<file path="src/rtl/rr_arb_pkg.sv">
`default_nettype none
// ============================================================================
//  Module      : rr_arb_pkg
//  Description : Shared types and constants for the 8-requester round-robin
//                arbiter (FSM state encoding, requester count, index width).
//  Revision    : 1.0  initial release
// ============================================================================
package rr_arb_pkg;

  localparam int N_REQ = 8;
  localparam int IDX_W = 3;

  // IDLE : no grant outstanding
  // GRANT: one requester owns the decoder enable
  // GAP  : single dead cycle between grants (decoder output all zero)
  typedef enum logic [1:0] {
    IDLE  = 2'd0,
    GRANT = 2'd1,
    GAP   = 2'd2
  } arb_state_t;

endpackage : rr_arb_pkg
`default_nettype wire

</file>
<file path="src/rtl/rr_pick8.sv">
`default_nettype none
// ============================================================================
//  Module      : rr_pick8
//  Description : Combinational rotate-priority encoder. Returns the first set
//                bit of req found scanning upward from ptr, modulo 8.
//  Ports       : req      [7:0] in  - request vector
//                ptr      [2:0] in  - highest-priority position
//                pick_idx [2:0] out - selected requester (0 when none)
//                pick_any       out - at least one request present
//  Revision    : 1.0  initial release
// ============================================================================
module rr_pick8
  import rr_arb_pkg::*;
(
  input  logic [N_REQ-1:0] req,
  input  logic [IDX_W-1:0] ptr,
  output logic [IDX_W-1:0] pick_idx,
  output logic             pick_any
);

  logic             found;
  logic [IDX_W-1:0] cand;

  // Candidates are visited in priority order ptr, ptr+1, ...; the 3-bit
  // addition wraps naturally from 7 back to 0.
  always_comb begin
    pick_idx = '0;
    found    = 1'b0;
    cand     = '0;
    for (int i = 0; i < N_REQ; i++) begin
      cand = ptr + IDX_W'(i);
      if (!found && req[cand]) begin
        found    = 1'b1;
        pick_idx = cand;
      end
    end
  end

  assign pick_any = |req;

endmodule : rr_pick8
`default_nettype wire

</file>
<file path="src/rtl/rr_arbiter_8.sv">
`default_nettype none
// ============================================================================
//  Module      : rr_arbiter_8
//  Description : Eight-requester round-robin arbiter with registered grant
//                index, one dead cycle between grants and a bounded hold time.
//  Ports       : clk            in  - clock, rising edge
//                rst            in  - synchronous active-high reset
//                req     [7:0]  in  - level-held request vector
//                gnt_idx [2:0]  out - granted index (decoder select)
//                gnt_vld        out - grant active (decoder enable)
//                timeout        out - pulse in the GAP after a forced release
//  Revision    : 1.0  initial release
// ============================================================================
module rr_arbiter_8 #(
  parameter int N_REQ    = 8,
  parameter int IDX_W    = 3,
  parameter int HOLD_MAX = 15,
  parameter int HOLD_W   = 4
) (
  input  logic             clk,
  input  logic             rst,
  input  logic [N_REQ-1:0] req,
  output logic [IDX_W-1:0] gnt_idx,
  output logic             gnt_vld,
  output logic             timeout
);

  import rr_arb_pkg::arb_state_t;
  import rr_arb_pkg::IDLE;
  import rr_arb_pkg::GRANT;
  import rr_arb_pkg::GAP;

  // Last count value of a grant: the grant covers counts 0..HOLD_MAX-1.
  localparam logic [HOLD_W-1:0] C_HOLD_LAST = HOLD_W'(HOLD_MAX - 1);

  arb_state_t       state_q,    state_d;
  logic [IDX_W-1:0] ptr_q,      ptr_d;
  logic [IDX_W-1:0] gnt_idx_q,  gnt_idx_d;
  logic             gnt_vld_q,  gnt_vld_d;
  logic [HOLD_W-1:0] hold_cnt_q, hold_cnt_d;
  logic             timeout_q,  timeout_d;

  logic [IDX_W-1:0] pick_idx;
  logic             pick_any;

  rr_pick8 u_pick (
    .req      (req),
    .ptr      (ptr_q),
    .pick_idx (pick_idx),
    .pick_any (pick_any)
  );

  always_comb begin
    state_d    = state_q;
    ptr_d      = ptr_q;
    gnt_idx_d  = gnt_idx_q;
    gnt_vld_d  = 1'b0;
    hold_cnt_d = hold_cnt_q;
    timeout_d  = 1'b0;

    case (state_q)
      IDLE, GAP: begin
        if (pick_any) begin
          state_d    = GRANT;
          gnt_idx_d  = pick_idx;
          gnt_vld_d  = 1'b1;
          hold_cnt_d = '0;
        end else begin
          state_d    = IDLE;
        end
      end

      GRANT: begin
        hold_cnt_d = hold_cnt_q + HOLD_W'(1);
        // A drop wins over the hold limit, so timeout only fires while the
        // owner still requests.
        if (!req[gnt_idx_q]) begin
          state_d = GAP;
          ptr_d   = gnt_idx_q + IDX_W'(1);
        end else if (hold_cnt_q == C_HOLD_LAST) begin
          state_d   = GAP;
          ptr_d     = gnt_idx_q + IDX_W'(1);
          timeout_d = 1'b1;
        end else begin
          gnt_vld_d = 1'b1;
        end
      end

      default: begin
        state_d = IDLE;
      end
    endcase
  end

  always_ff @(posedge clk) begin
    if (rst) begin
      state_q    <= IDLE;
      ptr_q      <= '0;
      gnt_idx_q  <= '0;
      gnt_vld_q  <= 1'b0;
      hold_cnt_q <= '0;
      timeout_q  <= 1'b0;
    end else begin
      state_q    <= state_d;
      ptr_q      <= ptr_d;
      gnt_idx_q  <= gnt_idx_d;
      gnt_vld_q  <= gnt_vld_d;
      hold_cnt_q <= hold_cnt_d;
      timeout_q  <= timeout_d;
    end
  end

  assign gnt_idx = gnt_idx_q;
  assign gnt_vld = gnt_vld_q;
  assign timeout = timeout_q;

endmodule : rr_arbiter_8
`default_nettype wire

</file>
<file path="config.mk">
export PLATFORM = sky130hd
export DESIGN_NAME = rr_arbiter_8
export DESIGN_NICKNAME = d
export VERILOG_FILES = /design/src/rtl/rr_arb_pkg.sv /design/src/rtl/rr_pick8.sv /design/src/rtl/rr_arbiter_8.sv
export SDC_FILE = /design/constraint.sdc
export NUM_CORES = 1
export LEC_CHECK = 0
export BUFFER_PORTS_ARGS = -buffer_cell sky130_fd_sc_hd__buf_2
export CAP_MARGIN = 20
export CORE_AREA = 4 4 73 75
export CTS_BUF_LIST = sky130_fd_sc_hd__clkbuf_8
export DETAILED_ROUTE_END_ITERATION = 7
export DIE_AREA = 0 0 77 79
export PLACE_DENSITY = 0.53
export SYNTH_ARGS = -nofsm -noshare
export SYNTH_HDL_FRONTEND = slang
export SYNTH_HIERARCHICAL = 1
export SYNTH_SLANG_ARGS = --single-unit
</file>
<file path="constraint.sdc">
create_clock -name clk -period 3.67 [get_ports clk]
set_input_delay 0.1835 -clock clk [delete_from_list [all_inputs] [get_ports clk]]
set_output_delay 0.1835 -clock clk [all_outputs]
set_load 0.05 [all_outputs]
</file>
==> results of run 1 <==
worst max-delay path, cell delays in order (launching register included):
cell	delay, ns
dfxtp_1	0.35
clkinv_2	0.12
ha_1	0.32
mux4_1	0.61
mux2i_2	0.23
nand2_1	0.11
or4_4	0.58
o221a_1	0.23
a21oi_1	0.14
mux2i_1	0.09
nor2_1	0.09
worst max-delay path by stage:
stage | startpoint | to | slack, ns | cells past startpoint
2_1_floorplan | ptr_q[1] | gnt_idx[2] | 0.15 | 12
3_3_place_gp | ptr_q[0] | gnt_idx[2] | 0.85 | 10
3_5_place_dp | ptr_q[0] | gnt_idx[2] | 0.76 | 10
4_1_cts | ptr_q[0] | gnt_idx[2] | 0.74 | 10
5_1_grt | ptr_q[0] | gnt_idx[0] | 0.57 | 11
6_report | ptr_q[0] | gnt_idx[2] | 0.75 | 10
layout by cell type, fill, tap and decap left out, types with 4 or more instances in the layout:
cell type	count
a21oi_1	13
buf_2	14
clkbuf_8	4
dfxtp_1	14
ha_1	5
inv_1	6
mux2_2	4
mux2i_1	13
mux4_1	7
mux4_2	7
nand2_1	12
nand2b_1	4
nor2_1	16
nor2b_1	7
nor3_1	4
o21ai_0	5
state kept, by name, indices dropped and copies added (netlist names):
name	cells
hold_cnt_q	4
gnt_idx	3
ptr_q	3
state_q	2
gnt_vld	1
timeout	1
metrics by stage:
stage	total power [mW]	util
after floorplan	1.05	-
after global placement	1.21	0.370
after detailed placement	1.22	0.370
after CTS	1.37	0.382
after global routing	1.47	0.382
final	1.37	0.382
routing by layer:
metal,vias up,part of all wire
li1,690,-
met1,677,0.47
met2,17,0.51
met3,0,0.020
met4,0,0
met5,-,0
power by group:
| part | internal (mW) | switching, mW |
|---|---|---|
| Clock | 0.0948 | 0.0524 |
| Combinational | 0.446 | 0.523 |
| Sequential | 0.186 | 0.0624 |
layout make-up:
cell class	instances	area, um^2	area share
Multi-Input combinational cell	142	1260	0.706
Sequential cell	14	280	0.157
Timing Repair Buffer	17	92.6	0.0520
Tap cell	54	67.6	0.0379
Clock buffer	4	55.1	0.0309
Inverter	7	27.5	0.0154
logic make-up after synthesis:
family	after synthesis	synth area share
compound gates	38	0.158
xor+xnor	5	0.0318
fa+ha+maj	5	0.0388
buf+inv	15	0.0458
flops	14	0.174
mux	36	0.368
simple gates	58	0.184
==> results.json, run 1 <==
{
  "drt_iter0_drc": 61,
  "cts_resized": 0,
  "finalCritPeriodShare": 0.797,
  "drc": 0,
  "ant_nets": 0,
  "r2r-start": "ptr_q[0]",
  "area_delta_synth_final_pct": 10.5,
  "clk_pin_slew_ns": 0.06,
  "grt_max_degree": 18,
  "drt-pass1-iter-count": 4,
  "placed_area_mm2": 0.00173,
  "tightest_slew_ns": 0.596,
  "place_hpwl_mm": 2.93,
  "io_buffers": 14,
  "place_ws_ns": 0.761,
  "crit_path_end_kind": "register",
  "rsz0062_at_grt": "no",
  "drive_gt1_frac": 0.228,
  "ctsHtreeMaxLevel": 1,
  "cp-start-kind": "register",
  "antenna_found_initial": 0,
  "r2r_slack_ns": 0.75,
  "grt_pass1_wl_mm": 6.49,
  "start_util": 0.346,
  "setup_violations": 0,
  "finalHoldViolations": 0,
  "fin_nets": 200,
  "tns_ns": 0,
  "gr-usage-all-layers": 0.126,
  "dp_cells": 234,
  "hp-start": "rst",
  "setup_ws_ns": 0.747,
  "clkLatencyLatePin_ns": 0.24,
  "num_vias": 1384,
  "antenna_cells": 0,
  "boundaryPins": 15,
  "yosys_warnings": 6,
  "syn_avg_cell_area_um2": 9.43,
  "slew_viol_final": 0,
  "synth_top_area_cell": "dfxtp_1",
  "overflow": 0,
  "hp-class": "in2reg",
  "grt-busiest-layer": "met2",
  "met3_usage": 0.00567,
  "wl_per_cell_um": 16.3,
  "cts_sinks": 14,
  "syn_area_mm2": 0.00161,
  "critPathArrivalTime_ns": 3.10,
  "syn_inst": 171,
  "r2r_cells": 10,
  "synth_nets": 186,
  "cp_max_fo": 6,
  "ys_ff_latch": 14,
  "vias_per_cell": 5.82,
  "whs_ns": 0.286,
  "fillers": 467,
  "instances_no_fill": 238,
  "yosysSeqAreaShare": 0.174,
  "clock_path_buffers": 2,
  "ys_async_sr_fraction": 0,
  "fin_skew_ns": 0.00366,
  "maxCapViolations": 0,
  "peakVddDrop_uv": 210,
  "power_per_cell_area_mw_per_mm2": 766,
  "leakagePower_nw": 0.681,
  "synth_edf_count": 0,
  "cp.required_ns": 3.85,
  "finalWeightedCongestion": 0.868,
  "hold_path_end": "hold_cnt_q[2]",
  "status": "complete, no violations",
  "wirelength_mm": 3.89,
  "grt_use_met2": 0.213,
  "post_cts_buffers": 0,
  "cts_tree": "done",
  "placementRows": 25,
  "yosysMostFrequentCell": "nor2_1",
  "synthTopCellsByCount": "nor2_1 (16), dfxtp_1 (14), a21oi_1 (13), mux2i_1 (13), nand2_1 (12)",
  "cts-root-buf": "clkbuf_8",
  "cts_buffers": 3,
  "timing.fmax_mhz": 342,
  "ys_types": 50,
  "die_area_mm2": 0.00608,
  "whs_path_depth": 2,
  "met1_usage": 0.182,
  "stdcell_area_mm2": 0.00178,
  "synth_flop_cell": "dfxtp_1",
  "grt_pass1_vias": 1267,
  "fp.dieW_um": 77,
  "coreArea_mm2": 0.00466,
  "die_y_um": 79,
  "worst-setup-path-type": "reg2reg",
  "netlist.area_leader.share": 0.174,
  "holdBufCountCts": 0,
  "post-route-min-period_ns": 2.92,
  "synthTopCellsByArea": "dfxtp_1 (17%), mux4_1 (11%), mux4_2 (9.8%)",
  "relSlewSlack": 0.602,
  "timing.rr.end": "gnt_idx[2]"
}
(Power assumes the default switching activity.)
==> inputs of run 2 (changes only) <==
==> constraint.sdc (replaced) <==
create_clock -name clk -period 2.6 [get_ports clk]
set_input_delay 0.13 -clock clk [delete_from_list [all_inputs] [get_ports clk]]
set_output_delay 0.13 -clock clk [all_outputs]
set_load 0.05 [all_outputs]
==> results.json, run 2 (synthesis results as in run 1) <==
{
  "fin_skew_ns": 0.000923,
  "crit_chain": "inv_4 > ha_4 > mux4_2 > mux2i_4 > nand2_1 > or4_4 > o221a_1 > a21oi_2 > mux2i_1 > nor2_1",
  "cts_buffers": 3,
  "grt_pass1_wl_mm": 7.18,
  "multi_input_area_mm2": 0.00132,
  "fillers": 459,
  "p_sw_frac": 0.436,
  "crit_path_end_kind": "register",
  "coreArea_mm2": 0.00466,
  "whs_path_depth": 2,
  "cts_tree": "done",
  "switching_power_mw": 1.04,
  "setup.worst_path.start": "ptr_q[0]",
  "hp-start": "rst",
  "comb_power_share": 0.763,
  "clkLatencyLatePin_ns": 0.24,
  "antenna_found_initial": 0,
  "grt_max_degree": 16,
  "start_util": 0.346,
  "r2r_cells": 10,
  "worst-setup-path-type": "reg2reg",
  "post-route-min-period_ns": 2.60,
  "cp_max_fo": 6,
  "grt-busiest-layer": "met2",
  "relSlewSlack": 0.675,
  "cp-start-kind": "register",
  "drc": 0,
  "boundaryPins": 15,
  "largest_reg_flops": 4,
  "antenna_cells": 0,
  "seqPwrFrac": 0.150,
  "io_buffers": 14,
  "cp_slowest_stage_delay_ns": 0.54,
  "wirelength_mm": 4.15,
  "p_clk_frac": 0.088,
  "gr-usage-all-layers": 0.144,
  "tightest_slew_ns": 0.487,
  "finalHoldViolations": 0,
  "placementRows": 25,
  "cp_num_cells": 10,
  "grt_use_met2": 0.244,
  "vias_per_cell": 5.84,
  "seq_area_um2": 284,
  "die_y_um": 79,
  "fin_nets": 220,
  "r2r-start": "ptr_q[0]",
  "overflow": 0,
  "final_cell_mix": "buf_4 (23), nor2_1 (16), buf_2 (14)",
  "met1_usage": 0.190,
  "area_delta_synth_final_pct": 23.7,
  "final_core_util": 0.428,
  "final_common_cell": "buf_4",
  "clk_pin_slew_ns": 0.06,
  "cts-root-buf": "clkbuf_8",
  "met3_usage": 0.0283,
  "drt-pass1-iter-count": 4,
  "peakVddDrop_uv": 504,
  "cp_top_family": "multiplexers",
  "finalCritPeriodShare": 0.999,
  "place_hpwl_mm": 3.15,
  "cp_num_buf_inv": 1,
  "die_area_mm2": 0.00608,
  "cts_sinks": 14,
  "clock_path_buffers": 2,
  "ant_nets": 0,
  "cp.required_ns": 2.79,
  "internal-power_mw": 1.35,
  "power_per_cell_area_mw_per_mm2": 1200,
  "fp.dieW_um": 77,
  "timing.fmax_mhz": 385,
  "finalWeightedCongestion": 0.862,
  "hp-class": "in2reg",
  "ctsHtreeMaxLevel": 1,
  "status": "complete, no violations",
  "drt_iter0_drc": 94,
  "critPathSlowestCell": "mux4_2",
  "holdBufCountCts": 0,
  "maxCapViolations": 0,
  "critPathArrivalTime_ns": 2.78,
  "rsz0062_at_grt": "yes",
  "largest-register": "hold_cnt_q",
  "wl_per_cell_um": 16.1,
  "grt_pass1_vias": 1493,
  "drive_gt1_frac": 0.377,
  "power_mw": 2.39,
  "slew_viol_final": 0,
  "setup_violations": 0,
  "leakagePower_nw": 0.784,
  "num_vias": 1507
}
[run 2: changes by cell type in the layout (fill, tap and decap cells not counted), moves of 2 or more]
cell / change
dfxtp_1: -3
mux4_2: +2
buf_4: +20
a2bb2oi_1: -2
mux4_1: -2
a2bb2oi_2: +2
dfxtp_2: +3
[run 2: power groups by stage]
stage	logic [mW]	clock network [mW]	registers (mW)
final	1.82	0.210	0.357
after floorplan	1.12	0	0.405
after global placement	1.54	0	0.357
after detailed placement	1.57	0	0.360
after global routing	1.97	0.230	0.371
after CTS	1.69	0.216	0.356
[run 2: per-stage QoR]
stage | TNS [ns] | instance area [um^2] | hold slack (ns) | setup slack (ns) | instances
global placement | -0.0183 | 1840 | 0.477 | -0.0183 | 248
CTS | -0.0281 | 1950 | 0.216 | -0.0182 | 258
floorplan | -0.632 | 1660 | 0.209 | -0.221 | 171
finish | 0 | 2000 | 0.219 | 0.00168 | 258
detailed placement | -0.150 | 1840 | 0.475 | -0.0873 | 248
global route | -0.389 | 2000 | 0.242 | -0.148 | 258
[run 2: what timing repair did]
action	CTS	global route
gates resized for setup	1	11
endpoints found under the setup margin	3	3
pin swaps	2	6
setup buffers	6	0
hold endpoints to repair	0	0
[run 2: path summary, 6_finish.rpt]
check        slack (ns)       endpoint
min reg2reg        0.56  hold_cnt_q[1]
max reg2reg       0.002     gnt_idx[2]
min                0.22     gnt_idx[1]
max               0.002     gnt_idx[2]
[run 2: worst register-to-register path: stages (launching register included)]
cell and delay, ns:
dfxtp_2 0.35, inv_4 0.04, ha_4 0.30, mux4_2 0.55, mux2i_4 0.17, nand2_1 0.09, or4_4 0.53, o221a_1 0.24
a21oi_2 0.12, mux2i_1 0.07, nor2_1 0.09
[run 2: cell type report]
type,count,area share
clock buffers,4,0.0276
flip-flops and latches,14,0.142
well taps,54,0.0339
repair buffers,37,0.122
multi-input cells,142,0.660
inverters,7,0.0144
[run 2: metal layers]
layer | vias up | part of all wire
li1 | 727 | -
met1 | 748 | 0.47
met2 | 23 | 0.49
met3 | 9 | 0.027
met4 | 0 | 0.013
met5 | - | 0
